`config.mk`:
```
export PLATFORM = sky130hd
export DESIGN_NAME = tick_scheduler
export DESIGN_NICKNAME = d
export VERILOG_FILES = /design/src/rtl/tick_scheduler.sv
export SDC_FILE = /design/constraint.sdc
export NUM_CORES = 1
export LEC_CHECK = 0
export CORE_MARGIN = 1
export CORE_UTILIZATION = 60
export DETAILED_ROUTE_END_ITERATION = 16
export PLACE_DENSITY = 0.8
export RECOVER_POWER = 100
export SYNTH_ARGS = -nofsm -noshare
export SYNTH_HDL_FRONTEND = slang
export SYNTH_SLANG_ARGS = --single-unit
```
`constraint.sdc`:
```
create_clock -name clk_in_50M -period 3 [get_ports clk_in_50M]
set_input_delay 0.45 -clock clk_in_50M [delete_from_list [all_inputs] [get_ports clk_in_50M]]
set_output_delay 0.45 -clock clk_in_50M [all_outputs]
set_load 0.01 [all_outputs]
```
`src/rtl/tick_scheduler.sv`:
```
// Time-base sequencer: 1 s tick, display scan tick with digit index, blink wave, run/hold/sync FSM.
// Optional FAST_ADV_EN macro adds the fast_adv input (8x seconds rate while setting the time).
module tick_scheduler #(
   parameter int unsigned CLK_HZ   = 50_000_000,
   parameter int unsigned SEC_HZ   = 1,
   parameter int unsigned SCAN_HZ  = 1000,
   parameter int unsigned BLINK_HZ = 2,
   parameter int unsigned DIGITS   = 8,
   parameter int unsigned CNT_W    = 26
) (
   input  logic       clk_in_50M,
   input  logic       rst,
   input  logic       run_en,
   input  logic       pause_req,
   input  logic       sync_req,
`ifdef FAST_ADV_EN
   input  logic       fast_adv,
`endif
   output logic       tick_1s,
   output logic       tick_scan,
   output logic [2:0] scan_idx,
   output logic       blink,
   output logic [1:0] state
);

   localparam int unsigned DIV_1S   = CLK_HZ / SEC_HZ;
   localparam int unsigned DIV_SCAN = CLK_HZ / SCAN_HZ;
   localparam int unsigned DIV_BLK  = CLK_HZ / (2 * BLINK_HZ);
   localparam int unsigned DIV_FAST = DIV_1S / 8;
   localparam int unsigned SCAN_W   = $clog2(DIV_SCAN);
   localparam int unsigned BLK_W    = $clog2(DIV_BLK);

   if (DIV_1S < 2 || DIV_SCAN < 2 || DIV_BLK < 2 || DIGITS > 8 || DIGITS < 1 ||
       64'(DIV_1S) > (64'd1 << CNT_W)) begin : g_bad_cfg
      $error("tick_scheduler: invalid divider, DIGITS or CNT_W configuration");
   end

   typedef enum logic [1:0] {
      ST_STOP = 2'd0,
      ST_RUN  = 2'd1,
      ST_HOLD = 2'd2,
      ST_SYNC = 2'd3
   } state_t;

   state_t             state_q;
   state_t             state_nxt;
   logic [CNT_W-1:0]   sec_cnt;
   logic [CNT_W-1:0]   sec_nxt;
   logic [CNT_W-1:0]   sec_term;
   logic               tick_1s_nxt;
   logic               fast_chg;
   logic [SCAN_W-1:0]  scan_cnt;
   logic [BLK_W-1:0]   blk_cnt;

`ifdef FAST_ADV_EN
   if (DIV_FAST < 2) begin : g_bad_fast
      $error("tick_scheduler: DIV_1S too small for fast advance");
   end

   logic fast_q;

   // Remember fast_adv so a mode change can restart the seconds phase
   always_ff @(posedge clk_in_50M or posedge rst) begin
      if (rst) fast_q <= 1'b0;
      else     fast_q <= fast_adv;
   end

   assign fast_chg = fast_adv ^ fast_q;
   assign sec_term = fast_adv ? CNT_W'(DIV_FAST - 1) : CNT_W'(DIV_1S - 1);
`else
   assign fast_chg = 1'b0;
   assign sec_term = CNT_W'(DIV_1S - 1);
`endif

   // Next state, seconds count and tick decision
   always_comb begin
      state_nxt   = state_q;
      sec_nxt     = sec_cnt;
      tick_1s_nxt = 1'b0;

      if (!run_en)                               state_nxt = ST_STOP;
      else if (state_q == ST_STOP)               state_nxt = ST_RUN;
      else if (sync_req)                         state_nxt = ST_SYNC;
      else if (state_q == ST_SYNC)               state_nxt = pause_req ? ST_HOLD : ST_RUN;
      else if (state_q == ST_RUN && pause_req)   state_nxt = ST_HOLD;
      else if (state_q == ST_HOLD && !pause_req) state_nxt = ST_RUN;

      // A wrap on the edge that leaves RUN is dropped, never deferred
      if (state_q == ST_RUN && state_nxt == ST_RUN) begin
         if (sec_cnt == sec_term) begin
            sec_nxt     = '0;
            tick_1s_nxt = 1'b1;
         end else begin
            sec_nxt = sec_cnt + CNT_W'(1);
         end
      end else if (state_nxt == ST_STOP || state_nxt == ST_SYNC) begin
         sec_nxt = '0;
      end

      if (fast_chg) begin
         sec_nxt     = '0;
         tick_1s_nxt = 1'b0;
      end
   end

   always_ff @(posedge clk_in_50M or posedge rst) begin
      if (rst) begin
         state_q <= ST_STOP;
         sec_cnt <= '0;
         tick_1s <= 1'b0;
      end else begin
         state_q <= state_nxt;
         sec_cnt <= sec_nxt;
         tick_1s <= tick_1s_nxt;
      end
   end

   assign state = state_q;

   // Display scan runs in every state so the display stays lit while setting
   always_ff @(posedge clk_in_50M or posedge rst) begin
      if (rst) begin
         scan_cnt  <= '0;
         tick_scan <= 1'b0;
         scan_idx  <= 3'd0;
      end else if (scan_cnt == SCAN_W'(DIV_SCAN - 1)) begin
         scan_cnt  <= '0;
         tick_scan <= 1'b1;
         scan_idx  <= (scan_idx == 3'(DIGITS - 1)) ? 3'd0 : scan_idx + 3'd1;
      end else begin
         scan_cnt  <= scan_cnt + SCAN_W'(1);
         tick_scan <= 1'b0;
      end
   end

   // Free-running blink half-period counter
   always_ff @(posedge clk_in_50M or posedge rst) begin
      if (rst) begin
         blk_cnt <= '0;
         blink   <= 1'b0;
      end else if (blk_cnt == BLK_W'(DIV_BLK - 1)) begin
         blk_cnt <= '0;
         blink   <= ~blink;
      end else begin
         blk_cnt <= blk_cnt + BLK_W'(1);
      end
   end

endmodule

```
==> flow_metrics.tcl <==
set metrics [dict create \
    outcome "finished, violations left" \
    violations "max-capacitance violations, max-slew violations" \
    ir_drop_mv 0.342 \
    multiInputGateArea_mm2 0.00174 \
    ioPinCount 13 \
    routabilityCongestion 0.931 \
    powerDensity_mw_per_mm2 492 \
    leakage_nw 1.83 \
    criticalPathCategory "in2reg" \
    finalSetupViolCount 0 \
    crit_arrival_ns 2.66 \
    grt_usage_pct 24.9 \
    path_cells "dlygate4sd3_1 -> o221ai_1 -> ha_1 -> nand3b_1 -> a31oi_1 -> buf_12 -> or3b_1 -> nand3_1" \
    cts_buffers 9 \
    ant_nets 0 \
    finalCriticalPeriod_ns 2.37 \
    cts-htree-levels 3 \
    hp-start "blink" \
    die_x_um 80.8 \
    cts-root-buf "clkbuf_8" \
    post_route_cells_drive_above_1_share_pct 6.08 \
    grt_antenna_before_repair 0 \
    cp-startpoint "sync_req" \
    grt-ovfl-total 0 \
    hold_buffers 0 \
    synth_async_sr_flop_share_pct 100 \
    utilization_pct 69.3 \
    fmax_ghz 0.422 \
    maxSlewViolCount 75 \
    finalCritPeriodShare_pct 79.0 \
    finalHoldViolCount 0 \
    fill_cells 449 \
    area_growth_pct 10.7 \
    rsz0062_at_grt "no" \
    synth_area_per_cell_um2 9.84 \
    cts_sinks 74 \
    grt_pass1_vias 2679 \
    grt_pass1_wl_um 12200 \
    die_area_mm2 0.00654 \
    ys_warn_count 0 \
    start_kind "input port" \
    worstSkewPairLatency_ns 0.36 \
    end_kind "register" \
    syn_inst 379 \
    max_stage_delay_ns 0.56 \
    syn-num-nets 390 \
    grt_max_degree 75 \
    num_rows 28 \
    clk_pin_slew_worst_paths_ns 0.07 \
    reg2reg_from "blk_cnt[0]" \
    coreArea_mm2 0.00596 \
    die_h_um 80.8 \
    layout.nets 402 \
    route.detailed.drc 0 \
    cts_setup_buffers 0 \
    seqCellArea_mm2 0.00185 \
    critical_path.top_delay_family "buffers and inverters" \
    worst_ep_required_time_ns 3.29 \
    via_per_inst 6.15 \
    min_path_type "reg2reg" \
    drt_iter0_drc 152 \
    synth_edf_count 0 \
    ys_seq_area_share_pct 49.6 \
    cp_max_fo 46 \
    n_antenna_cell 0 \
    syn-cell-area_mm2 0.00373 \
    hpwl_um 4690 \
    firstDrtPassIters 4 \
    synth_ff_type "dfrtp_1" \
    port-buffer-count 12 \
    cp_slowest_cell "dlygate4sd3_1" \
    cts_resized 0 \
    clock_skew_ns 0.0117 \
    relSlewSlack_pct -17.0 \
    synth_top_cells_by_area "dfrtp_1 50%, xor2_1 4.9%, xnor2_1 4.0%" \
    total_power_mw 2.03 \
    tightest_slew_ns 1.76 \
    yosysTopAreaCell "dfrtp_1" \
    fin_setup_tns_ns 0 \
    cts_tree "done" \
    wl_um 7200 \
    synth_top_area_share_pct 49.6 \
    wl_per_cell_um 15.3 \
    critPathBufInv 2 \
    synth_seq_cells 74 \
    clk_path_buf_depth 2 \
    start_util_pct 62.6 \
    maxCapViolCount 1 \
    vias 2890 \
    final_cells 470 \
    ys_types 44 \
    dp_cells 455 \
]
-- sequential cells by signal (all words and copies together) (netlist names) --
signal / count
scan_idx: 3
state: 2
sec_cnt: 26
tick_scan: 1
blk_cnt: 24
scan_cnt: 16
tick_1s: 1
blink: 1
-- cells in the final DEF (no fill, tap or decap), types with 2 or more instances in the layout --
master,n
a21oi_1,15
a22o_1,3
a31oi_1,19
a41oi_1,3
and2_1,5
and3_1,10
and4_1,9
bufinv_16,3
clkbuf_1,3
clkbuf_8,10
clkdlybuf4s50_1,2
dfrtp_1,74
dlygate4sd3_1,10
ha_1,6
inv_1,8
mux2_2,3
mux2i_1,2
nand2_1,36
nand2b_1,4
nand3_1,25
nand3b_1,3
nand4_1,18
nor2_1,36
nor2b_1,4
nor3_1,7
nor4_1,8
nor4b_1,2
o21ai_0,7
o31ai_1,2
or3_1,3
xnor2_1,17
xor2_1,21
-- power breakdown --
group	total, mW	switching [mW]	internal [mW]
sequential	1.01	0.00593	1.00
clock	0.935	0.366	0.569
combinational	0.0869	0.0611	0.0257
total	2.03	0.433	1.60
-- cell families after synthesis --
kind of cell / share of synthesized area [%]
compound gates: 9.29
buf+inv: 3.05
mux: 1.74
fa+ha+maj: 2.01
simple gates: 25.3
xor+xnor: 8.92
flops: 49.6
-- path summary, 6_finish.rpt --
| path | endpoint | slack, ns | depth (start not counted) |
|---|---|---|---|
| worst max-delay path | sec_cnt[9] | 0.63 | 8 |
| worst min-delay path | blink | 0.46 | 1 |
| worst max register to register | blink | 0.64 | 6 |
| worst min register to register | blink | 0.46 | 1 |
| max in group asynchronous | blink | 0.81 | 3 |
| min in group asynchronous | state[0] | 1.14 | 3 |
-- metrics by stage --
stage / area [um^2] / setup WS (ns) / hold WS, ns
3_5_place_dp: 3930 / 0.469 / 0.464
3_3_place_gp: 3930 / 0.530 / 0.454
6_report: 4130 / 0.629 / 0.463
4_1_cts: 4170 / 0.779 / 0.472
5_1_grt: 4130 / 0.387 / 0.494
2_1_floorplan: 3730 / 0.668 / 0.436
-- Yosys cell counts, types with 2 or more instances --
cell type and number:
nor4b_1 2, nand2b_1 4, nand2_1 36, mux2i_1 2
nor4_1 8, nand4_1 18, mux2_2 4, and4_1 9
and2_1 5, inv_1 9, a22o_1 3, o31ai_1 2
xnor2_1 17, or3_1 3, nor2b_1 4, o21ai_0 7
clkbuf_1 8, nor3_1 6, xor2_1 21, a41oi_1 3
nand3b_1 3, a31oi_1 18, clkbuf_2 2, nor2_1 36
nand3_1 25, buf_2 5, a21oi_1 15, ha_1 6
and3_1 10, dfrtp_1 74
-- area by class of cell --
type                    instances  area share [%]
multi-input cells             279            42.3
well taps                      75            2.27
clock buffers                  10            3.33
repair buffers                 18            3.97
flip-flops and latches         74            44.9
inverters                       9           0.818
clock inverters                 5            2.49
-- metal layers --
metal,vias to the layer above,share of wire (%),global-route usage (%)
met5,-,0,0
met4,0,1.3,10.4
met3,10,4.0,7.08
met2,71,49,39.2
met1,1417,46,32.4
li1,1392,-,-
No activity file was read; power rests on OpenSTA's default activity.
